$ cat src/rtl/osnt_ipd_pkg.sv
// Shared constants for the inter-packet delay blocks (TX replay and RX recorder).
// Keeping the delay field position and width here stops the two sides drifting apart.
package osnt_ipd_pkg;

  // Width of the delay field carried in tuser and of the gap counter.
  localparam int DELAY_WIDTH = 32;

  // LSB of the delay field inside tuser.
  localparam int TUSER_TIMESTAMP_POS = 32;

  // Largest representable delay; the gap counter sticks here on long idles.
  localparam logic [DELAY_WIDTH-1:0] DELAY_SAT = '1;

  typedef logic [DELAY_WIDTH-1:0] delay_t;

endpackage : osnt_ipd_pkg

$ cat src/rtl/osnt_inter_packet_delay_recorder_gap_meter.sv
// Gap meter: counts clock cycles between start-of-packet acceptances, provides
// the delay to stamp into the current SOP and keeps last/max/count statistics.
module ipd_gap_meter
  import osnt_ipd_pkg::*;
#(
  parameter int W = DELAY_WIDTH
) (
  input  logic         clk,
  input  logic         srst,
  input  logic         sw_rst,
  input  logic         sop_accept,
  output logic [W-1:0] cap_delay,
  output logic [W-1:0] last_delay,
  output logic [W-1:0] max_delay,
  output logic [31:0]  pkt_count
);

  // All-ones of the configured width; the counter holds here instead of wrapping.
  localparam logic [W-1:0] GAP_SAT = {W{1'b1}};
  localparam logic [W-1:0] GAP_ONE = W'(1);

  logic [W-1:0] gap_cnt_reg;
  logic         first_reg;
  logic [W-1:0] last_delay_reg;
  logic [W-1:0] max_delay_reg;
  logic [31:0]  pkt_count_reg;

  // The first SOP after a reset has no predecessor, so it reports zero.
  // An SOP landing while sw_rst is held is treated the same way.
  assign cap_delay = (first_reg || sw_rst) ? '0 : gap_cnt_reg;

  // Gap counter: restarts at 1 on each SOP so the next SOP sees the cycle distance.
  always_ff @(posedge clk) begin
    if (srst || sw_rst) begin
      gap_cnt_reg <= '0;
    end else if (sop_accept) begin
      gap_cnt_reg <= GAP_ONE;
    end else if (gap_cnt_reg != GAP_SAT) begin
      gap_cnt_reg <= gap_cnt_reg + GAP_ONE;
    end
  end

  // First-packet flag: armed by any reset, consumed by the first clean SOP.
  always_ff @(posedge clk) begin
    if (srst || sw_rst) begin
      first_reg <= 1'b1;
    end else if (sop_accept) begin
      first_reg <= 1'b0;
    end
  end

  // Statistics registers: updated one cycle after each accepted SOP.
  always_ff @(posedge clk) begin
    if (srst || sw_rst) begin
      last_delay_reg <= '0;
      max_delay_reg  <= '0;
      pkt_count_reg  <= '0;
    end else if (sop_accept) begin
      last_delay_reg <= cap_delay;
      if (cap_delay > max_delay_reg) begin
        max_delay_reg <= cap_delay;
      end
      pkt_count_reg <= pkt_count_reg + 32'd1;
    end
  end

  assign last_delay = last_delay_reg;
  assign max_delay  = max_delay_reg;
  assign pkt_count  = pkt_count_reg;

endmodule : ipd_gap_meter

$ cat src/rtl/osnt_inter_packet_delay_recorder.sv
// RX inter-packet delay recorder: a single AXI-Stream register stage that
// writes the cycle gap between consecutive SOP acceptances into the tuser delay
// field of each packet's first beat, and exports last/max delay and packet count.
module osnt_inter_packet_delay_recorder
  import osnt_ipd_pkg::*;
#(
  parameter int C_M_AXIS_DATA_WIDTH   = 512,
  parameter int C_S_AXIS_DATA_WIDTH   = 512,
  parameter int C_M_AXIS_TUSER_WIDTH  = 128,
  parameter int C_S_AXIS_TUSER_WIDTH  = 128,
  parameter int C_TUSER_TIMESTAMP_POS = TUSER_TIMESTAMP_POS,
  parameter int C_DELAY_WIDTH         = DELAY_WIDTH
) (
  input  logic                               axis_aclk,
  input  logic                               axis_reset,

  input  logic [C_S_AXIS_DATA_WIDTH-1:0]     s_axis_tdata,
  input  logic [C_S_AXIS_DATA_WIDTH/8-1:0]   s_axis_tkeep,
  input  logic [C_S_AXIS_TUSER_WIDTH-1:0]    s_axis_tuser,
  input  logic                               s_axis_tvalid,
  output logic                               s_axis_tready,
  input  logic                               s_axis_tlast,

  output logic [C_M_AXIS_DATA_WIDTH-1:0]     m_axis_tdata,
  output logic [C_M_AXIS_DATA_WIDTH/8-1:0]   m_axis_tkeep,
  output logic [C_M_AXIS_TUSER_WIDTH-1:0]    m_axis_tuser,
  output logic                               m_axis_tvalid,
  input  logic                               m_axis_tready,
  output logic                               m_axis_tlast,

  input  logic                               sw_rst,
  input  logic                               stamp_en,
  output logic [C_DELAY_WIDTH-1:0]           last_delay,
  output logic [C_DELAY_WIDTH-1:0]           max_delay,
  output logic [31:0]                        pkt_count
);

  localparam int FIELD_LO = C_TUSER_TIMESTAMP_POS;
  localparam int FIELD_HI = C_TUSER_TIMESTAMP_POS + C_DELAY_WIDTH;

  // Output register stage.
  logic [C_M_AXIS_DATA_WIDTH-1:0]   m_tdata_reg;
  logic [C_M_AXIS_DATA_WIDTH/8-1:0] m_tkeep_reg;
  logic [C_M_AXIS_TUSER_WIDTH-1:0]  m_tuser_reg;
  logic                             m_tvalid_reg;
  logic                             m_tlast_reg;

  // Next beat is the first of a packet.
  logic                             in_sop_reg;

  logic                             s_ready_int;
  logic                             beat_accept;
  logic                             sop_accept;
  logic                             stamp_sel;
  logic [C_DELAY_WIDTH-1:0]         cap_delay;
  logic [C_S_AXIS_TUSER_WIDTH-1:0]  tuser_next;

  // The stage can take a beat whenever it is empty or draining this cycle,
  // which gives full throughput with no bubbles on back-to-back beats.
  assign s_ready_int   = !m_tvalid_reg || m_axis_tready;
  assign s_axis_tready = s_ready_int;
  assign beat_accept   = s_axis_tvalid && s_ready_int;
  assign sop_accept    = beat_accept && in_sop_reg;

  // stamp_en only matters on the SOP beat; later beats always pass tuser as is.
  assign stamp_sel     = in_sop_reg && stamp_en;

  ipd_gap_meter #(
    .W(C_DELAY_WIDTH)
  ) u_gap_meter (
    .clk        (axis_aclk),
    .srst       (axis_reset),
    .sw_rst     (sw_rst),
    .sop_accept (sop_accept),
    .cap_delay  (cap_delay),
    .last_delay (last_delay),
    .max_delay  (max_delay),
    .pkt_count  (pkt_count)
  );

  // tuser merge: bits inside the delay field take the captured delay on a
  // stamped SOP beat; every other bit is copied straight through.
  generate
    for (genvar gi = 0; gi < C_S_AXIS_TUSER_WIDTH; gi++) begin : g_tuser_merge
      if (gi >= FIELD_LO && gi < FIELD_HI) begin : g_field
        assign tuser_next[gi] = stamp_sel ? cap_delay[gi - FIELD_LO] : s_axis_tuser[gi];
      end else begin : g_pass
        assign tuser_next[gi] = s_axis_tuser[gi];
      end
    end
  endgenerate

  // Packet framing tracker: the beat after a tlast starts a new packet.
  always_ff @(posedge axis_aclk) begin
    if (axis_reset) begin
      in_sop_reg <= 1'b1;
    end else if (beat_accept) begin
      in_sop_reg <= s_axis_tlast;
    end
  end

  // Output register: loads on acceptance, holds while stalled, empties on drain.
  always_ff @(posedge axis_aclk) begin
    if (axis_reset) begin
      m_tvalid_reg <= 1'b0;
      m_tdata_reg  <= '0;
      m_tkeep_reg  <= '0;
      m_tuser_reg  <= '0;
      m_tlast_reg  <= 1'b0;
    end else if (s_ready_int) begin
      m_tvalid_reg <= s_axis_tvalid;
      if (s_axis_tvalid) begin
        m_tdata_reg <= s_axis_tdata;
        m_tkeep_reg <= s_axis_tkeep;
        m_tuser_reg <= tuser_next;
        m_tlast_reg <= s_axis_tlast;
      end
    end
  end

  assign m_axis_tdata  = m_tdata_reg;
  assign m_axis_tkeep  = m_tkeep_reg;
  assign m_axis_tuser  = m_tuser_reg;
  assign m_axis_tvalid = m_tvalid_reg;
  assign m_axis_tlast  = m_tlast_reg;

endmodule : osnt_inter_packet_delay_recorder

$ cat config.mk
export PLATFORM = sky130hd
export DESIGN_NAME = osnt_inter_packet_delay_recorder
export DESIGN_NICKNAME = d
export VERILOG_FILES = /design/src/rtl/osnt_ipd_pkg.sv /design/src/rtl/osnt_inter_packet_delay_recorder_gap_meter.sv /design/src/rtl/osnt_inter_packet_delay_recorder.sv
export SDC_FILE = /design/constraint.sdc
export NUM_CORES = 2
export LEC_CHECK = 0
export ABC_CLOCK_PERIOD_IN_PS = 8300
export BUFFER_PORTS_ARGS = -buffer_cell sky130_fd_sc_hd__buf_2
export CAP_MARGIN = 40
export CORE_AREA = 2 2 597 599
export CTS_BUF_LIST = sky130_fd_sc_hd__clkbuf_4 sky130_fd_sc_hd__clkbuf_8
export CTS_CLUSTER_SIZE = 25
export DETAILED_ROUTE_END_ITERATION = 12
export DIE_AREA = 0 0 599 601
export GPL_ROUTABILITY_DRIVEN = 0
export PLACE_DENSITY = 0.3
export SYNTH_ARGS = -nofsm -noshare
export SYNTH_HDL_FRONTEND = slang
export SYNTH_SLANG_ARGS = --single-unit
export TNS_END_PERCENT = 1
$ cat constraint.sdc
create_clock -name axis_aclk -period 8.3 [get_ports axis_aclk]
set_input_delay 2.49 -clock axis_aclk [delete_from_list [all_inputs] [get_ports axis_aclk]]
set_output_delay 2.49 -clock axis_aclk [all_outputs]
set_load 0.02 [all_outputs]
==> flow_metrics.py <==
metrics = {
    "power_and_ir_drop": {
        "cellPowerDensity_mw_per_mm2": 230.8,
        "leakage_nw": 20.49,
        "ir_drop_mv": 0.1131,
    },
    "synthesis": {
        "avgSynthCellArea_sq_um": 7.851,
        "syn-num-nets": 4629,
        "synth_cell_types": 49,
        "yosysMostFrequentCell": "nand2_1",
        "synth_top_area_share_pct": 54.88,
        "synth.largest_area_cell": "dfxtp_1",
        "ys_ff_latch": 836,
        "yosys_warnings": 0,
        "yosys-top-cells-count": "1437 x nand2_1, 836 x dfxtp_1, 727 x a21oi_1",
        "synth_top_flop_cell": "dfxtp_1",
        "seq_area_frac_synth_pct": 54.88,
        "synth_cells": 3884,
        "async_flop_share_pct": 0,
        "syn_area_sq_mm": 0.03049,
        "synth.area.top_cells": "dfxtp_1 55%, nand2_1 18%, a21oi_1 12%",
        "synth_edf_count": 0,
    },
    "timing": {
        "tightest_slew_ns": 0.9245,
        "max_freq_mhz": 174.2,
        "hold_viol_final": 0,
        "final-setup-viol-count": 0,
        "period_minus_slack_ns": 5.740,
        "slew_headroom_pct": 38.36,
        "setup_tns_ns": 0,
        "finalCritPeriodShare_pct": 69.16,
        "clock_skew_ns": 0.09469,
        "drv_slew": 0,
        "rsz0062_at_grt": "false",
    },
    "global_route": {
        "grt_util_met2_pct": 25.05,
        "grt_pass1_wl_microns": 353500,
        "groute.layer.met3.usage_pct": 7.030,
        "grt.busiest_layer": "met2",
        "grt_use_met1_pct": 15.72,
        "grt_overflow": 0,
        "grt_max_degree": 147,
        "grt_antenna_before_repair": 236,
        "grt_pass1_vias": 33850,
        "track_usage_pct": 14.81,
    },
    "detailed_routing": {
        "drc": 0,
        "drt_iter0_markers": 2468,
        "drt-wirelength-per-cell_microns": 26.95,
        "via_per_inst": 3.370,
        "firstDrtPassIters": 5,
        "vias": 34760,
        "ant_nets": 0,
        "finalWirelength_microns": 278000,
    },
    "floorplan": {
        "initial_core_util_pct": 8.614,
        "core.rowCount": 219,
        "fp.coreArea_sq_mm": 0.3540,
        "dieArea_sq_mm": 0.3600,
        "die_x_microns": 599,
        "die_h_microns": 601,
        "num_io_pins": 1514,
    },
    "clock_network": {
        "numCtsBuffers": 185,
        "cts_tree": "built",
        "clockBufferDepth": 4,
        "insertion_delay_ns": 1.01,
        "post_cts_buffers": 0,
        "path_clk_slew_ns": 0.05,
        "cts_root_buffer": "clkbuf_8",
        "cts_max_level": 4,
        "ctsHoldBuffers": 0,
        "cts_num_sinks": 836,
        "ctsResizeCount": 0,
    },
    "run": {
        "cap_violations": 0,
    },
    "final_layout": {
        "largest_register_ff_count": 512,
        "final_cell_area_sq_mm": 0.04755,
        "fillers": 41290,
        "drive_gt1_share_pct": 34.49,
        "multiInputGateArea_sq_mm": 0.01239,
        "area_growth_pct": 55.92,
        "fin_nets": 6079,
        "ff_latch_area_sq_mm": 0.01674,
    },
    "place": {
        "placed_area_sq_mm": 0.04338,
        "port_buffers": 1513,
        "dp_hpwl_microns": 233400,
    },
    "critical_path": {
        "crit_fanout": 8,
        "arrival_ns": 3.25,
        "crit_path_end_kind": "output pin",
        "worstSetupPathType": "in -> out",
        "start_kind": "input port",
        "r2r-start": "u_gap_meter.first_reg",
        "cp.required_ns": 5.81,
        "worstSetupStartpoint": "m_axis_tready",
    },
    "outcome": {
        "status": "finished clean",
    },
    "hold_path": {
        "hold_class": "reg -> reg",
        "hold_start": "m_axis_tdata[389]",
    },
}
==> final cells by class <==
type | count | share of cell area, %
antenna | 96 | 0.5052
clock buffer | 286 | 7.410
clock inverter | 35 | 0.8473
inverter | 71 | 0.5605
multi-input combinational | 2690 | 26.05
sequential | 836 | 35.20
tap | 4751 | 12.50
timing repair buffer | 1550 | 16.93
==> routing by layer <==
metal	wire [microns]	part of all wire, %
met3	30370	11
met5	852	0.31
met1	101500	37
met2	132800	48
met4	12410	4.5
==> power by group <==
group,internal [mW],leakage [nW],switching (mW)
sequential,4.22,6.86,0.116
clock,2.86,2.10,2.28
combinational,0.407,11.5,1.09
==> critical path, cell delays in order <==
cell	delay, ns
buf_2	0.07
nand2b_1	0.42
buf_2	0.27
==> layout by cell type (no fill, tap or decap), types with 2 or more instances in the layout <==
| cell | Yosys | layout |
|---|---|---|
| a21boi_0 | 2 | 2 |
| a21o_1 | 3 | 3 |
| a21oi_1 | 727 | 727 |
| and2_1 | 5 | 4 |
| and3_1 | 10 | 10 |
| and4_1 | 3 | 3 |
| buf_12 | 0 | 15 |
| buf_2 | 1 | 1512 |
| buf_4 | 1 | 20 |
| bufinv_16 | 0 | 5 |
| clkbuf_4 | 0 | 66 |
| clkbuf_8 | 1 | 220 |
| clkinv_2 | 0 | 18 |
| clkinv_8 | 0 | 3 |
| dfxtp_1 | 836 | 836 |
| diode_2 | 0 | 96 |
| ha_1 | 34 | 34 |
| inv_1 | 71 | 71 |
| inv_12 | 0 | 2 |
| inv_8 | 0 | 4 |
| mux2i_1 | 2 | 2 |
| nand2_1 | 1437 | 1435 |
| nand3_1 | 36 | 35 |
| nand4_1 | 59 | 59 |
| nand4b_1 | 3 | 3 |
| nor2_1 | 157 | 155 |
| nor2_2 | 0 | 2 |
| nor3_1 | 17 | 17 |
| nor4_1 | 5 | 5 |
| o211ai_1 | 33 | 33 |
| o21ai_0 | 43 | 43 |
| o31ai_1 | 32 | 32 |
| o41ai_4 | 0 | 2 |
| or3_1 | 13 | 13 |
| or3_4 | 2 | 2 |
| xnor2_1 | 17 | 17 |
| xor2_1 | 32 | 32 |
==> logic make-up after synthesis <==
| group | synth area share (%) |
|---|---|
| compound gates | 14.66 |
| xor+xnor | 1.407 |
| fa+ha+maj | 1.395 |
| buf+inv | 4.653 |
| flops | 54.88 |
| mux | 0.06565 |
| simple gates | 22.94 |
==> final timing paths <==
| check | cells past startpoint | to | slack [ns] |
|---|---|---|---|
| max | 3 | s_axis_tready | 2.56 |
| min reg2reg | 2 | m_axis_tdata[389] | 0.45 |
| min | 2 | m_axis_tdata[389] | 0.45 |
| max reg2reg | 12 | u_gap_meter.max_delay[6] | 4.18 |
==> per-stage QoR <==
step           hold slack [ns]  util (%)  cells  setup WS [ns]  total power [mW]
2_1_floorplan           0.4229         -   3884          3.031             5.065
3_3_place_gp            0.4381     12.25   9896          1.952             5.961
3_5_place_dp            0.4430     12.25   9898          2.016             5.967
4_1_cts                 0.4503     13.36  10220          2.563             11.30
5_1_grt                 0.4635     13.39  10260          2.548             11.52
6_report                0.4488     13.43  10320          2.560             10.98
No activity file was read; power rests on OpenSTA's default activity.
